==> src/rtl/fed_sfu_pkg.sv <==
// Shared definitions for the fed_sfu execute unit: op codes, FSM states and
// the key reset default.
package fed_sfu_pkg;

  localparam int unsigned OP_W        = 3;
  localparam int unsigned DEF_DATA_W  = 19;

  localparam logic [OP_W-1:0] OP_FFT = 3'b001;
  localparam logic [OP_W-1:0] OP_DEC = 3'b010;
  localparam logic [OP_W-1:0] OP_ENC = 3'b100;

  localparam logic [DEF_DATA_W-1:0] KEY_RST_DEF = 19'h003FF;

  typedef enum logic [1:0] {
    IDLE = 2'd0,
    RUN  = 2'd1,
    DONE = 2'd2
  } state_e;

  // True for the two ops that go through the multi-round cipher loop.
  function automatic logic is_cipher_op(input logic [OP_W-1:0] op);
    return (op == OP_ENC) || (op == OP_DEC);
  endfunction

endpackage

==> src/rtl/fed_sfu_butterfly.sv <==
// Combinational 2-point butterfly on signed SAMPLE_W samples.
// Optional saturation of both results with macro FED_SFU_SATURATE_EN;
// without it, sum and difference wrap modulo 2^SAMPLE_W.
module fed_sfu_butterfly #(
  parameter int unsigned SAMPLE_W = 8
) (
  input  logic [SAMPLE_W-1:0] a_i,
  input  logic [SAMPLE_W-1:0] b_i,
  output logic [SAMPLE_W-1:0] sum_o,
  output logic [SAMPLE_W-1:0] diff_o
);

`ifdef FED_SFU_SATURATE_EN
  localparam int unsigned EXT_W = SAMPLE_W + 1;

  logic [EXT_W-1:0] sum_ext;
  logic [EXT_W-1:0] diff_ext;

  // Clamp a one-bit-wider signed result back into SAMPLE_W range.
  function automatic logic [SAMPLE_W-1:0] sat(input logic [EXT_W-1:0] v);
    if (v[EXT_W-1] != v[EXT_W-2]) begin
      return v[EXT_W-1] ? {1'b1, {(SAMPLE_W-1){1'b0}}}
                        : {1'b0, {(SAMPLE_W-1){1'b1}}};
    end
    return v[SAMPLE_W-1:0];
  endfunction

  assign sum_ext  = {a_i[SAMPLE_W-1], a_i} + {b_i[SAMPLE_W-1], b_i};
  assign diff_ext = {a_i[SAMPLE_W-1], a_i} - {b_i[SAMPLE_W-1], b_i};
  assign sum_o    = sat(sum_ext);
  assign diff_o   = sat(diff_ext);
`else
  assign sum_o  = a_i + b_i;
  assign diff_o = a_i - b_i;
`endif

endmodule

==> src/rtl/fed_sfu.sv <==
// fed_sfu: handshaked FFT-butterfly / keyed-cipher execute unit.
// ENC/DEC run ROUNDS rounds (one per cycle) with a key snapshot taken at
// accept; FFT and illegal ops complete one cycle after accept.
// Optional macro FED_SFU_SATURATE_EN makes the butterfly saturate.
module fed_sfu
  import fed_sfu_pkg::*;
#(
  parameter int unsigned     DATA_W   = 19,
  parameter int unsigned     SAMPLE_W = 8,
  parameter int unsigned     ROUNDS   = 2,
  parameter logic [DATA_W-1:0] KEY_RST = DATA_W'(KEY_RST_DEF)
) (
  input  logic              clk,
  input  logic              rst,
  input  logic              in_valid,
  output logic              in_ready,
  input  logic [DATA_W-1:0] in_data,
  input  logic [2:0]        in_op,
  input  logic              key_we,
  input  logic [DATA_W-1:0] key_in,
  output logic              out_valid,
  input  logic              out_ready,
  output logic [DATA_W-1:0] out_data,
  output logic              out_err
);

  localparam int unsigned CNT_W = (ROUNDS > 1) ? $clog2(ROUNDS) : 1;
  localparam logic [CNT_W-1:0] LAST_RND = CNT_W'(ROUNDS - 1);

  state_e            state_q, state_d;
  logic [DATA_W-1:0] x_q, x_d;
  logic [DATA_W-1:0] key_q, key_d;
  logic [DATA_W-1:0] ks_q, ks_d;
  logic              enc_q, enc_d;
  logic [CNT_W-1:0]  cnt_q, cnt_d;
  logic              ov_q, ov_d;
  logic [DATA_W-1:0] od_q, od_d;
  logic              oe_q, oe_d;

  logic [SAMPLE_W-1:0] bf_sum, bf_diff;
  logic [DATA_W-1:0]   fft_res;
  logic [DATA_W-1:0]   round_x;
  logic [DATA_W-1:0]   mix;

  function automatic logic [DATA_W-1:0] rotl1(input logic [DATA_W-1:0] v);
    return {v[DATA_W-2:0], v[DATA_W-1]};
  endfunction

  function automatic logic [DATA_W-1:0] rotr1(input logic [DATA_W-1:0] v);
    return {v[0], v[DATA_W-1:1]};
  endfunction

  fed_sfu_butterfly #(
    .SAMPLE_W (SAMPLE_W)
  ) u_butterfly (
    .a_i    (in_data[2*SAMPLE_W-1:SAMPLE_W]),
    .b_i    (in_data[SAMPLE_W-1:0]),
    .sum_o  (bf_sum),
    .diff_o (bf_diff)
  );

  assign fft_res = DATA_W'({bf_sum, bf_diff});

  // One cipher round on the working value with the snapshot key.
  assign mix     = x_q ^ ks_q;
  assign round_x = enc_q ? rotl1(mix) : (rotr1(x_q) ^ ks_q);

  assign in_ready  = (state_q == IDLE);
  assign out_valid = ov_q;
  assign out_data  = od_q;
  assign out_err   = oe_q;

  // Next-state, datapath and result logic.
  always_comb begin
    state_d = state_q;
    x_d     = x_q;
    key_d   = key_q;
    ks_d    = ks_q;
    enc_d   = enc_q;
    cnt_d   = cnt_q;
    ov_d    = ov_q;
    od_d    = od_q;
    oe_d    = oe_q;

    if (key_we) begin
      key_d = key_in;
    end

    case (state_q)
      IDLE: begin
        if (in_valid) begin
          ks_d = key_q;
          if (is_cipher_op(in_op)) begin
            x_d     = in_data;
            enc_d   = (in_op == OP_ENC);
            cnt_d   = '0;
            state_d = RUN;
          end else begin
            ov_d    = 1'b1;
            state_d = DONE;
            if (in_op == OP_FFT) begin
              od_d = fft_res;
              oe_d = 1'b0;
            end else begin
              od_d = '0;
              oe_d = 1'b1;
            end
          end
        end
      end
      RUN: begin
        x_d = round_x;
        if (cnt_q == LAST_RND) begin
          cnt_d   = '0;
          ov_d    = 1'b1;
          od_d    = round_x;
          oe_d    = 1'b0;
          state_d = DONE;
        end else begin
          cnt_d = cnt_q + CNT_W'(1);
        end
      end
      DONE: begin
        if (out_ready) begin
          ov_d    = 1'b0;
          state_d = IDLE;
        end
      end
      default: begin
        state_d = IDLE;
        ov_d    = 1'b0;
      end
    endcase
  end

  // State and datapath registers with synchronous reset.
  always_ff @(posedge clk) begin
    if (rst) begin
      state_q <= IDLE;
      x_q     <= '0;
      key_q   <= KEY_RST;
      ks_q    <= '0;
      enc_q   <= 1'b0;
      cnt_q   <= '0;
      ov_q    <= 1'b0;
      od_q    <= '0;
      oe_q    <= 1'b0;
    end else begin
      state_q <= state_d;
      x_q     <= x_d;
      key_q   <= key_d;
      ks_q    <= ks_d;
      enc_q   <= enc_d;
      cnt_q   <= cnt_d;
      ov_q    <= ov_d;
      od_q    <= od_d;
      oe_q    <= oe_d;
    end
  end

endmodule

==> config.mk <==
export PLATFORM = sky130hd
export DESIGN_NAME = fed_sfu
export DESIGN_NICKNAME = d
export VERILOG_FILES = /design/src/rtl/fed_sfu_pkg.sv /design/src/rtl/fed_sfu_butterfly.sv /design/src/rtl/fed_sfu.sv
export SDC_FILE = /design/constraint.sdc
export NUM_CORES = 1
export LEC_CHECK = 0
export ABC_CLOCK_PERIOD_IN_PS = 2000
export CORE_MARGIN = 2
export CORE_UTILIZATION = 30
export CTS_BUF_LIST = sky130_fd_sc_hd__clkbuf_16
export CTS_CLUSTER_DIAMETER = 120
export DETAILED_ROUTE_END_ITERATION = 16
export PLACE_DENSITY_LB_ADDON = 0.3
export SKIP_CTS_REPAIR_TIMING = 1
export SLEW_MARGIN = 20
export SYNTH_ARGS = -nofsm -noshare
export SYNTH_HDL_FRONTEND = slang
export SYNTH_SLANG_ARGS = --single-unit
==> constraint.sdc <==
create_clock -name clk -period 2 [get_ports clk]
set_input_delay 0.5 -clock clk [delete_from_list [all_inputs] [get_ports clk]]
set_output_delay 0.5 -clock clk [all_outputs]
set_load 0.005 [all_outputs]
==> results of run 1 <==
## state kept, by name, summed over array words and instances, names as in the netlist
| signal | cells |
|---|---|
| x_q | 19 |
| enc_q | 1 |
| cnt_q | 1 |
| out_data | 19 |
| state_q | 2 |
| ks_q | 19 |
| out_err | 1 |
| key_q | 19 |
| out_valid | 1 |
## worst max-delay path: stages, from the launching register on
cell and delay, ns:
dfxtp_1 0.40, nor2_2 0.18, clkdlybuf4s50_1 0.52
## stage by stage
stage | power [mW] | instances | worst slack, ns | hold slack, ns | TNS, ns
floorplan | 2.543 | 521 | 0.07949 | 0.4312 | 0
global placement | 3.006 | 799 | -0.5472 | 0.4488 | -7.123
detailed placement | 3.033 | 799 | -0.5752 | 0.4530 | -8.437
CTS | 4.605 | 815 | -0.2101 | 0.4558 | -1.362
global route | 4.829 | 815 | 0.001882 | 0.4737 | 0
finish | 4.589 | 815 | 0.05478 | 0.4560 | 0
## worst max-delay path by stage
stage,to,depth (start not counted),slack (ns)
6_report,in_ready,2,0.05
3_5_place_dp,out_data[12],9,-0.58
3_3_place_gp,out_data[12],8,-0.55
4_1_cts,out_data[12],9,-0.21
2_1_floorplan,out_data[7],8,0.08
5_1_grt,in_ready,2,0.002
## report_power, final
part | switching (mW) | leakage [nW] | internal (mW)
Sequential | 0.128 | 0.674 | 1.77
Clock | 0.707 | 0.131 | 0.851
Combinational | 0.533 | 1.68 | 0.600
Total | 1.37 | 2.49 | 3.22
## synthesized netlist by cell type (all sizes together), types with 2 or more instances
cell type / n / area [um2]
nand2: 71 / 266.5
and3b: 2 / 17.52
o21a: 2 / 16.27
or3: 3 / 18.77
a21o: 3 / 22.52
nor4: 2 / 27.53
xor2: 18 / 157.7
nor2: 53 / 206.5
o211a: 2 / 20.02
clkbuf: 16 / 60.06
a211oi: 32 / 295.3
nor3b: 4 / 40.03
ha: 15 / 187.7
o21ai: 21 / 105.1
a21oi: 60 / 300.3
o22ai: 4 / 25.02
a31oi: 4 / 25.02
buf: 19 / 115.1
nor2b: 4 / 25.02
o211ai: 6 / 45.04
dfxtp: 82 / 1642
inv: 15 / 56.31
mux2: 2 / 26.27
nor3: 6 / 30.03
nand2b: 5 / 31.28
a311oi: 4 / 35.03
and2: 2 / 13.77
fa: 2 / 40.04
xnor2: 28 / 252.8
mux2i: 21 / 210.2
## per-layer routing
layer  wire (um)  vias to the layer above  global-route usage
met5           0                        -                   0
li1            -                     2024                   -
met1        5631                     1863              0.2071
met2        5635                      107              0.2474
met4          78                        0             0.02876
met3         709                        7             0.04291
## cells by family after synthesis
| family | count (synthesis) |
|---|---|
| and+or+nand+nor | 155 |
| AOI/OAI and AO/OA | 148 |
| DFF | 82 |
| buffers and inverters | 50 |
| xor gates and xnor gates | 46 |
| muxes | 23 |
| adders and majority gates | 17 |
## cell type report
type                       instances  area (um2)
fill                            1462        8367
multi-input combinational        389        2668
sequential                        82        1642
timing repair buffer             129        1236
tap                              184       230.2
clock buffer                       9       225.2
inverter                          15       56.30
clock inverter                     7       55.05
==> impl_metrics.json, run 1 <==
{
  "firstDrtPassIters": 4,
  "ys_ff_latch": 82,
  "grt.total_usage": 0.1533,
  "synth_mux_area_frac": 0.05325,
  "finClkSkew_ns": 0.005895,
  "rsz0062_at_grt": "false",
  "wl_per_cell_um": 14.79,
  "placementRows": 44,
  "r2r_end": "x_q[3]",
  "synthFlopType": "dfxtp_1",
  "synth_compound_area_frac": 0.2240,
  "fmax_ghz": 0.5141,
  "die_w_um": 125.7,
  "cp-end-kind": "primary output",
  "max_slew.worst_pin.slew_ns": 0.4942,
  "async_reset_ff_frac": 0,
  "r2r_slack_ns": 0.22,
  "synth_top_family_by_area": "compound AO/OA/AOI/OAI gates",
  "antenna_cells": 0,
  "leakage_nw": 2.489,
  "cts_buffers": 9,
  "clk_path_buf_depth": 2,
  "fin_nets": 689,
  "drive_gt1_frac": 0.1886,
  "drt-total-wl_um": 12060,
  "critPathRequiredTime_ns": 1.50,
  "place_area_um2": 5702,
  "ctsHtreeMaxLevel": 3,
  "die-area_um2": 15790,
  "final_util": 0.4221,
  "syn2layout_area_growth_pct": 37.64,
  "synth_area_um2": 4441,
  "routed_via_density": 4.909,
  "yosysUniqueCellTypes": 56,
  "ff2ff_path_depth": 5,
  "grt_pass1_wl_um": 19540,
  "hold_end": "ks_q[11]",
  "drc": 0,
  "gp_congestion": 0.8484,
  "yosys.area_share.simple": 0.1572,
  "clk_root_buffer_cell": "clkbuf_16",
  "post-route-cell-area_um2": 6112,
  "fin_crit_sh": 0.9726,
  "worstPathArrival_ns": 1.45,
  "post-route-min-period_ns": 1.945,
  "worstSetupStartpointType": "flip-flop",
  "cts.sinks": 82,
  "design.core.area_um2": 14480,
  "hold_viol": 0,
  "drtIter0Drc": 231,
  "final_common_cell": "dfxtp_1",
  "path_class": "reg -> out",
  "reg2reg_from": "enc_q",
  "synth_edf_count": 0,
  "overflow": 0,
  "antenna_found_initial": 0,
  "timing.critical_path.from": "state_q[1]",
  "syn_inst": 521,
  "hp-start": "key_q[11]",
  "portBuffers": 67,
  "hp-class": "reg -> reg",
  "ant_nets": 0,
  "grt_max_degree": 35,
  "first_global_vias": 3830,
  "powerDensity_nw_per_um2": 750.7,
  "maxSlewViolCount": 0,
  "syn-num-nets": 584,
  "vdd_drop_max_v": 0.0004406,
  "synth_xor_area_frac": 0.09242,
  "timing.slew.headroom": 0.6686,
  "initial_core_util": 0.3067,
  "die_y_um": 125.7,
  "clkTransAtPathRegs_ns": 0.06,
  "cts_tree": "yes",
  "synth_fa_ha_area_frac": 0.05128,
  "mostFrequentLayoutCells": "dfxtp_1 (82), nand2_1 (71), a21oi_1 (59), clkdlybuf4s50_1 (57), buf_4 (54)",
  "io_pins": 68,
  "finalSetupViolations": 0,
  "yosys_warnings": 0,
  "post-dp-hpwl_um": 9120,
  "clk_latency_ns": 0.34,
  "cap_violations": 0,
  "crit_fanout": 7,
  "hold_path_depth": 2,
  "vias": 4001,
  "ys_seq_area_frac": 0.3697,
  "synth_area_per_cell_um2": 8.523,
  "status": "completed"
}
Power figures use the tool's default switching activity.
==> inputs of run 2 (changes only) <==
- ABC_CLOCK_PERIOD_IN_PS: 2000 -> default
==> results of run 2 <==
The final DEF is identical to that of run 1; final timing and power are the same.
==> inputs of run 3 (changes only) <==
- CORE_MARGIN: 2 -> 3
==> run 3 against run 2 <==
  * Final cell count is 0.37% lower
  * Clock skew shrank 0.00071 ns
  * Combinational power about the same
  * Die area up 3.2%
  * Power up 1.3%
  * Global-route usage grew 0.18 points
  * Critical path depth grew 5
  * Critical path type is now in -> reg
  * Critical endpoint is now out_data[14]
==> impl_metrics.json, run 3 (same netlist as run 1, synthesis figures left out) <==
{
  "grt.total_usage": 0.1551,
  "r2r_slack_ns": 0.27,
  "die_y_um": 127.7,
  "finalPower_mw": 4.648,
  "cp-end-kind": "flip-flop",
  "place_area_um2": 5697,
  "wl_per_cell_um": 15.33,
  "cts_buffers": 9,
  "clk_latency_ns": 0.33,
  "fin_crit_sh": 0.9879,
  "io_pins": 68,
  "r2r_end": "x_q[7]",
  "drt-total-wl_um": 12440,
  "cts_tree": "yes",
  "num-fill-cells": 1475,
  "cts.sinks": 82,
  "die-area_um2": 16300,
  "overflow": 0,
  "clk_path_buf_depth": 2,
  "holdWs_ns": 0.4581,
  "worst-path-buf-inv": 2,
  "clkTransAtPathRegs_ns": 0.06,
  "vdd_drop_max_v": 0.0004435,
  "antenna_cells": 0,
  "placementRows": 43,
  "seq_area_um2": 1643,
  "clk_root_buffer_cell": "clkbuf_16",
  "firstDrtPassIters": 4,
  "die_w_um": 127.7,
  "timing.critical_path.from": "in_data[12]",
  "status": "completed",
  "mostFrequentLayoutCells": "dfxtp_1 (81), nand2_1 (71), clkdlybuf4s50_1 (59), a21oi_1 (57), buf_4 (57)",
  "drc": 0,
  "fmax_ghz": 0.5061,
  "finClkSkew_ns": 0.005186,
  "powerDensity_nw_per_um2": 758.4,
  "portBuffers": 67,
  "rsz0062_at_grt": "false",
  "routed_via_density": 4.962,
  "crit_fanout": 7,
  "grt_pass1_wl_um": 20170,
  "cp-endpoint": "out_data[14]",
  "ff2ff_path_depth": 5,
  "crit_slowest_cell": "clkdlybuf4s50_1",
  "post-dp-hpwl_um": 9581,
  "critical-path-max-stage-delay_ns": 0.49,
  "hp-class": "reg -> reg",
  "maxSlewViolCount": 0,
  "first_global_vias": 3987,
  "finalSetupViolations": 0,
  "syn2layout_area_growth_pct": 38.01,
  "timing.slew.headroom": 0.6516,
  "drtIter0Drc": 260,
  "leakage_nw": 2.508,
  "cap_violations": 0,
  "cp.depth": 7,
  "path_class": "in -> reg",
  "ctsHtreeMaxLevel": 3,
  "hold_viol": 0,
  "reg2reg_from": "enc_q",
  "post-route-min-period_ns": 1.976,
  "worstPathArrival_ns": 2.19,
  "ant_nets": 0,
  "critical-path-top-delay-family": "compound AO/OA/AOI/OAI gates",
  "worstSetupStartpointType": "input pin",
  "antenna_found_initial": 0,
  "initial_core_util": 0.3126,
  "max_slew.worst_pin.slew_ns": 0.5194,
  "placed_cells": 795,
  "fin_nets": 690,
  "drive_gt1_frac": 0.1962,
  "gp_congestion": 0.8389,
  "fin_cells": 812,
  "post-route-cell-area_um2": 6128,
  "design.core.area_um2": 14200,
  "critPathRequiredTime_ns": 2.22,
  "final_common_cell": "dfxtp_1",
  "grt_max_degree": 60,
  "vias": 4029,
  "multi_input_area_um2": 2685,
  "worstPathCellList": "clkdlybuf4s50_1 > ha_4 > inv_1 > a21o_1 > a221o_1 > o21ai_1 > a31oi_1"
}
-- run 3: where the power goes --
group / internal, mW / switching, mW / total, mW
sequential: 1.77 / 0.132 / 1.90
clock: 0.955 / 0.646 / 1.60
combinational: 0.603 / 0.541 / 1.14
-- run 3: metrics by stage --
stage	setup WS, ns	setup TNS (ns)	util
6_report	0.02412	0	0.4315
5_1_grt	0.00003086	0	0.4315
4_1_cts	-0.2064	-1.204	0.4213
3_5_place_dp	-0.5510	-8.234	0.4011
3_3_place_gp	-0.5210	-7.508	0.4011
2_1_floorplan	0.07949	0	-
-- run 3: worst reg2reg max path, cell delays in order, from the launching register on --
cell,delay (ns)
dfxtp_1,0.38
inv_2,0.36
nor2_1,0.10
a211oi_1,0.48
a21oi_1,0.11
a211oi_2,0.23
-- run 3: cell type report --
| cell class | instances | area share |
|---|---|---|
| Clock buffer | 9 | 0.03675 |
| Clock inverter | 7 | 0.01021 |
| Inverter | 15 | 0.009187 |
| Multi-Input combinational cell | 389 | 0.4381 |
| Sequential cell | 82 | 0.2681 |
| Tap cell | 180 | 0.03675 |
| Timing Repair Buffer | 130 | 0.2009 |
-- run 3: how the worst min path moves through the flow --
| stage | start | endpoint | slack (ns) | cells after the start |
|---|---|---|---|---|
| CTS | key_q[14] | ks_q[14] | 0.46 | 2 |
| detailed placement | key_q[14] | ks_q[14] | 0.45 | 2 |
| floorplan | key_q[10] | ks_q[10] | 0.43 | 2 |
| global placement | key_q[13] | ks_q[13] | 0.45 | 2 |
| global route | key_q[5] | ks_q[5] | 0.47 | 2 |
| finish | out_data[16] | out_data[16] | 0.46 | 2 |
-- run 3: per-layer routing --
layer / global-route usage / wire (um)
met4: 0.05493 / 245
met3: 0.02917 / 631
met2: 0.2344 / 5493
met5: 0 / 0
met1: 0.2211 / 6073
